--- config.mk ---
export PLATFORM = sky130hd
export DESIGN_NAME = demux_key_fifo
export DESIGN_NICKNAME = d
export VERILOG_FILES = /design/src/rtl/demux_key_fifo_pkg.sv /design/src/rtl/demux_ch_fifo.sv /design/src/rtl/demux_key_fifo.sv
export SDC_FILE = /design/constraint.sdc
export NUM_CORES = 1
export LEC_CHECK = 0
export BUFFER_PORTS_ARGS = -buffer_cell sky130_fd_sc_hd__buf_2
export CAP_MARGIN = 0
export CORE_MARGIN = 2
export CORE_UTILIZATION = 35
export CTS_BUF_LIST = sky130_fd_sc_hd__clkbuf_8 sky130_fd_sc_hd__clkbuf_16
export CTS_CLUSTER_SIZE = 40
export DETAILED_ROUTE_END_ITERATION = 8
export PLACE_DENSITY = 0.68
export SYNTH_ARGS = -nofsm -noshare
export SYNTH_HDL_FRONTEND = slang
export SYNTH_SLANG_ARGS = --single-unit
export TNS_END_PERCENT = 10
--- constraint.sdc ---
create_clock -name clk -period 2.9 [get_ports clk]
set_input_delay 0 -clock clk [delete_from_list [all_inputs] [get_ports clk]]
set_output_delay 0 -clock clk [all_outputs]
set_load 0.005 [all_outputs]
--- src/rtl/demux_key_fifo_pkg.sv ---
// Shared constants and helpers for the keyed demultiplexer and its per-channel FIFOs.
// Each channel FIFO holds two entries. Buses are packed with channel 0 in the least significant slice.
package demux_key_fifo_pkg;

    localparam int FIFO_DEPTH  = 2;
    localparam int LEVEL_W     = 2;
    localparam int SLICE_BUS_W = 64;

    // Returns slice idx of width w from a packed bus. The result is zero-extended to 32 bits.
    function automatic logic [31:0] slice_of(input logic [SLICE_BUS_W-1:0] bus,
                                             input int idx,
                                             input int w);
        logic [SLICE_BUS_W-1:0] shifted;
        shifted = bus >> (idx * w);
        return shifted[31:0] & ((32'd1 << w) - 32'd1);
    endfunction

endpackage

--- src/rtl/demux_ch_fifo.sv ---
// Two-entry FIFO for one output channel. The head entry is registered, so data reaches
// the output one cycle after a push. A push on a full FIFO is ignored, and so is a pop
// on an empty FIFO.
module demux_ch_fifo
    import demux_key_fifo_pkg::*;
#(
    parameter int DATA_LEN = 2
) (
    input  logic                clk,
    input  logic                rst,
    input  logic                push,
    input  logic [DATA_LEN-1:0] push_data,
    input  logic                pop,
    output logic [DATA_LEN-1:0] head,
    output logic [LEVEL_W-1:0]  level,
    output logic                full
);

    logic [DATA_LEN-1:0] head_q;
    logic [DATA_LEN-1:0] tail_q;
    logic [LEVEL_W-1:0]  level_q;

    always_ff @(posedge clk) begin
        if (!rst) begin
            head_q  <= '0;
            tail_q  <= '0;
            level_q <= '0;
        end else begin
            case (level_q)
                2'd0: begin
                    if (push) begin
                        head_q  <= push_data;
                        level_q <= 2'd1;
                    end
                end
                2'd1: begin
                    // Push and pop together: the old head leaves and the new word takes its place.
                    if (push && pop) begin
                        head_q <= push_data;
                    end else if (push) begin
                        tail_q  <= push_data;
                        level_q <= 2'd2;
                    end else if (pop) begin
                        level_q <= 2'd0;
                    end
                end
                2'd2: begin
                    if (pop) begin
                        head_q  <= tail_q;
                        level_q <= 2'd1;
                    end
                end
                default: level_q <= '0;
            endcase
        end
    end

    assign head  = head_q;
    assign level = level_q;
    assign full  = (level_q == LEVEL_W'(FIFO_DEPTH));

endmodule

--- src/rtl/demux_key_fifo.sv ---
// Keyed 1-to-N demultiplexer. Each input word is steered by its key into a per-channel
// two-entry FIFO. Words whose key has no channel are counted and dropped.
module demux_key_fifo
    import demux_key_fifo_pkg::*;
#(
    parameter int NR_CH    = 4,
    parameter int KEY_LEN  = 2,
    parameter int DATA_LEN = 2,
    parameter int CNT_W    = 8
) (
    input  logic                        clk,
    input  logic                        rst,
    input  logic                        s_valid,
    output logic                        s_ready,
    input  logic [KEY_LEN-1:0]          s_key,
    input  logic [DATA_LEN-1:0]         s_data,
    output logic [NR_CH-1:0]            m_valid,
    input  logic [NR_CH-1:0]            m_ready,
    output logic [NR_CH*DATA_LEN-1:0]   m_data,
    output logic [NR_CH*LEVEL_W-1:0]    ch_level,
    output logic [CNT_W-1:0]            drop_cnt
);

    // Handshake: a word moves on a port at a posedge where valid and ready are both 1.
    // s_ready is decided only by s_key and registered occupancy, never by m_ready. A full
    // channel therefore refuses input even in a cycle where it is being drained.
    // valid and key may change freely while ready is 0.

    logic                key_oob;
    logic [LEVEL_W-1:0]  sel_level;
    logic                accept;
    logic [NR_CH-1:0]    push;
    logic [NR_CH-1:0]    pop;
    logic [NR_CH-1:0]    full;

    always_comb begin
        key_oob   = (int'(s_key) >= NR_CH);
        sel_level = LEVEL_W'(slice_of(SLICE_BUS_W'(ch_level), int'(s_key), LEVEL_W));
        s_ready   = rst & (key_oob | (sel_level < LEVEL_W'(FIFO_DEPTH)));
        accept    = s_valid & s_ready;
    end

    for (genvar i = 0; i < NR_CH; i++) begin : g_ch
        assign push[i]    = accept & ~key_oob & (int'(s_key) == i);
        assign m_valid[i] = (ch_level[i*LEVEL_W +: LEVEL_W] != '0);
        assign pop[i]     = m_valid[i] & m_ready[i];

        demux_ch_fifo #(
            .DATA_LEN (DATA_LEN)
        ) u_fifo (
            .clk       (clk),
            .rst       (rst),
            .push      (push[i]),
            .push_data (s_data),
            .pop       (pop[i]),
            .head      (m_data[i*DATA_LEN +: DATA_LEN]),
            .level     (ch_level[i*LEVEL_W +: LEVEL_W]),
            .full      (full[i])
        );
    end

    // Keys without a channel are swallowed. The drop counter saturates instead of wrapping.
    always_ff @(posedge clk) begin
        if (!rst) begin
            drop_cnt <= '0;
        end else if (accept && key_oob && (drop_cnt != '1)) begin
            drop_cnt <= drop_cnt + CNT_W'(1);
        end
    end

endmodule
# --- Yosys cells after proc, flatten, opt, wreduce, memory -nomap -nowiden ---
# Index checks and enable logic that the tools add are counted.
word_totals:
  ff_bits: 24
  input_bits: 11
  output_inout_bits: 29
  word_cells: 128
classes:
  magnitude_cmp: 1
  eq_ne: 31
  n_shift: 1
  muxes: 40
  bitwise_logic: 14
  n_reduce_logical: 29
op_table:
  columns: ["cell", "count"]
  rows:
  - ["$mux W2", 32]
  - ["$pmux W2 S3", 8]
  - ["$reduce_and A4 Y1", 8]
  - ["$ne A2 B1 Y1 const B", 12]
  - ["$eq A2 B2 Y1 const B", 6]
  - ["$ne A3 B1 Y1 const B", 4]
  - ["$reduce_and A3 Y1", 4]
  - ["$reduce_bool A3 Y1", 4]
  - ["$and A1 B1 Y1", 10]
  - ["$eq A2 B1 Y1 const B", 5]
  - ["$logic_not A2 Y1", 5]
  - ["$ne A2 B2 Y1 const B", 4]
  - ["$reduce_bool A2 Y1", 4]
  - ["$shr A8 B3 Y2", 1]
  - ["$logic_and A1 B1 Y1", 4]
  - ["$not A1 Y1", 4]
  - ["$lt A2 B2 Y1 const B", 1]

# --- Logic depth before layout (Yosys ltp) ---
depth:
  word_depth: 8
  mapped_depth: 7

# --- By module ---
# A second synthesis with hierarchy kept.
hier_totals:
  cells_unflattened: 155
  area_unflattened_um2: 1410.1
by_module_without_submodules:
  columns: ["mod", "instances", "cells_each", "area_per_inst_um2", "seq_area_each_um2"]
  rows:
  - ["demux_ch_fifo (g_ch[0].u_fifo ...)", 3, 32, 309.0, 120.1]
  - ["demux_ch_fifo (g_ch[3].u_fifo)", 1, 34, 304.0, 120.1]
  - ["demux_key_fifo", 1, 25, 178.9, 0.0]

# --- Worst setup path after synthesis ---
# Ideal clock, no wire load.
synth_timing:
  path_type: "reg2reg"
  from: "register g_ch[3].u_fifo.level_q[0]"
  to: "register g_ch[3].u_fifo.tail_q[0]"
  arrival_time_ns: 1.292
  required_ns: 2.768
  path_slack_ns: 1.476
  stages_incl_launch_ff: 6
  n_path_buf: 1
  cell_sequence: "dfxtp_1 > buf_2 > inv_1 > or4_4 > o21ai_0 > a21oi_1"
synth_via:
  elab_chain_len: 8
  word_cells_on_any_way: 11
  classes_between: "1 x order compare; 1 x eq/ne; 1 x shift; 5 x bitwise; 3 x reduce/logical"
synth_rtl:
  columns: ["element", "line_no", "text"]
  rows:
  - ["start, declared", "demux_ch_fifo.sv:21", "logic [LEVEL_W-1:0] level_q;"]
  - ["start signal, assigned", "demux_ch_fifo.sv:27", "level_q <= '0;"]
  - ["start signal, assigned", "demux_ch_fifo.sv:33", "level_q <= 2'd1;"]
  - ["start signal, assigned", "demux_ch_fifo.sv:42", "level_q <= 2'd2;"]
  - ["$shr A8 B3 Y2", "demux_key_fifo_pkg.sv:14", "shifted = bus >> (idx * w);"]
  - ["$lt A2 B2 Y1", "demux_key_fifo.sv:39", "s_ready = rst & (key_oob | (sel_level < LEVEL_W'(FIFO_DEPTH)));"]
  - ["$and A1 B1 Y1", "demux_key_fifo.sv:39", null]
  - ["$and A1 B1 Y1", "demux_key_fifo.sv:40", "accept = s_valid & s_ready;"]
  - ["$and A1 B1 Y1", "demux_key_fifo.sv:44", "assign push[i] = accept & ~key_oob & (int'(s_key) == i);"]
  - ["$logic_and A1 B1 Y1", "demux_ch_fifo.sv:38", "if (push && pop) begin"]
  - ["$not A1 Y1 (no source line)", null, null]
  - ["$reduce_and A3 Y1 (no source line) *", null, null]
  - ["end signal, assigned", "demux_ch_fifo.sv:41", "tail_q <= push_data;"]
  - ["end, declared", "demux_ch_fifo.sv:20", "logic [DATA_LEN-1:0] tail_q;"]
# Mark *: on every way between the ends. The rest lies on a longest branch, timed or not.
# A chain may end at the register's enable or synchronous reset.

# --- Worst setup path after layout ---
layout_timing:
  from: "register g_ch[3].u_fifo.level_q[1]"
  to: "register g_ch[3].u_fifo.head_q[1]"
layout_via:
  elab_chain_len: 8
  word_cells_on_any_way: 17
  classes_between: "1 x order compare; 5 x eq/ne; 1 x shift; 1 x mux; 4 x bitwise; 5 x reduce/logical"
layout_rtl:
  columns: ["element", "line_no", "text"]
  rows:
  - ["$shr A8 B3 Y2", "demux_key_fifo_pkg.sv:14", null]
  - ["$lt A2 B2 Y1", "demux_key_fifo.sv:39", null]
  - ["$and A1 B1 Y1", "demux_key_fifo.sv:39", null]
  - ["$and A1 B1 Y1", "demux_key_fifo.sv:40", null]
  - ["$and A1 B1 Y1", "demux_key_fifo.sv:44", null]
  - ["$logic_and A1 B1 Y1", "demux_ch_fifo.sv:38", null]
  - ["$ne A2 B1 Y1 (no source line)", null, null]
  - ["$reduce_and A4 Y1 (no source line)", null, null]
  - ["end signal, assigned", "demux_ch_fifo.sv:32", "head_q <= push_data;"]
  - ["end signal, assigned", "demux_ch_fifo.sv:39", "head_q <= push_data;"]
  - ["end signal, assigned", "demux_ch_fifo.sv:49", "head_q <= tail_q;"]
  - ["end, declared", "demux_ch_fifo.sv:19", "logic [DATA_LEN-1:0] head_q;"]
# Parallel ways exist; a longest one is shown, timed or not.

==> metrics.txt <==
Max Cap Viol 0; Yosys cell types 39; FF-to-FF Start g_ch[3].u_fifo.level[1]; drt initial violations 62; crit path launch type flip-flop; die width 68.0 um; Ant. Diodes 0; vias 1321; Total GRT Usage 14.2%; worst rel slew slack 57.6%; Net Sw Frac 23.1%; critical path required time 3040 ps; clock buffer depth 2; CTS sink count 24; R2R Setup Slk 1250 ps; Initial Util 36.1%; beginning of the critical path g_ch[3].u_fifo.level[1]; Final ANT Viol Nets 0; full die area 4620 um2; P_leak 0.000715 uW; reg2reg end g_ch[3].u_fifo.head[1]; Tot Pwr 724 uW; Clk pwr share 40.9%; clock root cell clkbuf_8; drt first pass iters 6; Pwr per Cell Area 433 nW/um2; core area 3970 um2; setup ws final 1250 ps; fraction of layout cells with a size suffix above 1 22.3%; post-cts resize count 0; worst vdd ir 0.000246 V; top-level I/O count 40; port buffer count 31; Yosys warnings 0; kind of critical path flip-flop to flip-flop; row cnt 23; post-synth design cell area 1430 um2; drt wl/cell 12.0 um; gr ovfl total 0; # fillers 427; fin nets 223; Worst Setup EP g_ch[3].u_fifo.head[1]; Psw 167 uW; Setup Skew 5.66 ps; Syn Area/Cell 7.79 um2; Slew @ Worst Pin 635 ps; sequential area share after synthesis 33.5%; antenna violations before repair 0; WHS Path Cells 2; final worst-path cycle share 57.0%; Final setup viols 0; # H-tree levels 1; status completed; CTS tree yes; CTS clk-pin slew, worst paths 90 ps; CP Cell Sequence nor2b_1 > mux2i_1 > o21ai_0 > a21oi_1 > a311oi_1; first-pass GRT wire length 5.15 mm; type of the worst min-delay path primary input to flip-flop; RSZ-0062 raised after global routing no; cts bufs inserted 3; M2 GR Usage 24.2%; Register-to-Register Path Depth 5; hpwl dp 2.29 mm; minimum clock period 1650 ps; pre-CTS WS 1270 ps; M1 GR Usage 18.6%; CP max FO 15; vias in the first global route 1194; Sequential Power Share 47.4%; power share of the combinational group 11.8%; Mapped Cells 184; largest net degree at the start of global routing 22; Max Clk Rate 0.605 GHz; register bit total from synthesis 24; routability cong. 0.784; Setup crit end kind flip-flop; Slowest cell on crit path dfxtp_1; max-slew violations 0; DRC errors left 0; final setup TNS 0 ps; worst skew pair latency 270 ps; CP max stage delay 630 ps; grt met3 use 3.13%; Syn-to-layout area delta 16.8%; Avg Vias per Cell 5.06; Final Hold Vio Count 0; cell internal pwr 556 uW; Die H 68.0 um; most used routing layer in global routing met2; drt total wl 3.13 mm; crit path DAT 1790 ps
## cell families (layout without fill, tap and decap cells)
group | after synthesis | count (layout) | share of synthesized area (%)
AND/OR/NAND/NOR | 75 | 75 | 26.5
XOR/XNOR | 1 | 1 | 0.611
multiplexers | 17 | 17 | 12.1
AO/OA/AOI/OAI | 41 | 41 | 17.9
other | 1 | 8 | 0.262
flip-flops | 24 | 24 | 33.5
buffers and inverters | 25 | 45 | 9.17
## layer usage
| metal | vias up | share of wire, % | routed length, um |
|---|---|---|---|
| met2 | 31 | 44 | 1380 |
| met1 | 609 | 51 | 1590 |
| met3 | 5 | 4.5 | 140 |
| li1 | 676 | - | - |
| met5 | - | 0 | 0 |
| met4 | 0 | 0.70 | 22 |
## power groups by stage
stage               clock, uW  sequential [uW]  combinational [uW]
detailed placement          0              351                82.0
CTS                       302              343                85.4
floorplan                   0              350                61.4
finish                    296              343                85.0
global route              313              344                96.8
global placement            0              351                80.9
## what timing repair did
item | in CTS | in global routing
hold buffers | 3 | 0
hold endpoints to repair | 3 | 0
buffers inserted | 0 | 0
## worst min-delay path by stage
stage | start | end | slack, ps
after floorplan | m_ready[0] | g_ch[0].u_fifo.level[1] | 70
after global placement | m_ready[0] | g_ch[0].u_fifo.level[1] | 220
after detailed placement | m_ready[1] | g_ch[1].u_fifo.level[1] | 210
after CTS | m_ready[3] | g_ch[3].u_fifo.level[1] | 40
after global routing | m_ready[3] | g_ch[3].u_fifo.level[1] | 60
final | m_ready[3] | g_ch[3].u_fifo.level[1] | 50
## cells in the final DEF (no fill, tap or decap), types with 2 or more instances in the layout
cell and instances:
nand3_2 2, nor2b_1 3, or2_2 4, nor3_1 3
mux2_2 2, and2_1 3, conb_1 8, nand2_1 27
nand3_1 6, mux2i_1 15, clkbuf_8 3, o21ai_0 9
o31ai_1 2, a211oi_1 5, a311oi_1 2, nor2_1 16
o211ai_1 3, buf_2 31, nand2b_1 3, o22ai_1 2
a21oi_1 12, dlygate4sd3_1 3, inv_1 7, o21a_1 2
dfxtp_1 24
## final cells by class
class | instances | area, um2 | share of cell area (%)
Sequential cell | 24 | 480 | 28.7
Timing Repair Buffer | 34 | 185 | 11.1
Tap cell | 50 | 62.6 | 3.74
Inverter | 7 | 26.3 | 1.57
Multi-Input combinational cell | 142 | 847 | 50.6
Clock inverter | 1 | 30.0 | 1.80
Clock buffer | 3 | 41.3 | 2.47
## registers in the layout, indices dropped and copies added (netlist names)
name and count:
g_ch.u_fifo.head 8, g_ch.u_fifo.level 8, g_ch.u_fifo.tail_q 8
## synth_stat cells (all sizes together)
master	number	area share, %
nand3b	1	0.52
and2	3	1.3
or3	2	1.2
mux2i	15	10
mux2	2	1.6
nand2b	3	1.3
nor3	4	1.7
a22o	1	0.61
o22ai	2	0.87
o211ai	3	1.6
and3	1	0.44
dfxtp	24	34
o21ai	10	3.5
clkbuf	3	0.79
nand2	27	7.1
a32oi	1	0.61
nand3	8	3.5
or4	1	0.79
o21a	2	1.0
buf	15	6.6
xnor2	1	0.61
a311oi	2	1.2
and4bb	1	0.87
or2	4	1.7
o31ai	2	1.0
a21oi	12	4.2
o22a	1	0.61
conb	1	0.26
a211oi	5	2.6
inv	7	1.8
nor2b	3	1.3
nor2	17	4.6
## per-stage QoR
stage / util [%] / hold WS [ps] / area, um2 / instances
floorplan: - / 72.8 / 1460 / 191
global placement: 39.6 / 223 / 1570 / 254
detailed placement: 39.6 / 214 / 1570 / 254
CTS: 42.1 / 39.0 / 1670 / 261
global route: 42.1 / 56.3 / 1670 / 261
finish: 42.1 / 45.2 / 1670 / 261
## critical path, delay by kind of cell, from the launching register on
kind | cells | cell delay, ps
compound gates | 3 | 340
simple gates | 1 | 290
mux | 1 | 250
flops | 1 | 630
Note: power is estimated with default switching activity, not from simulation.
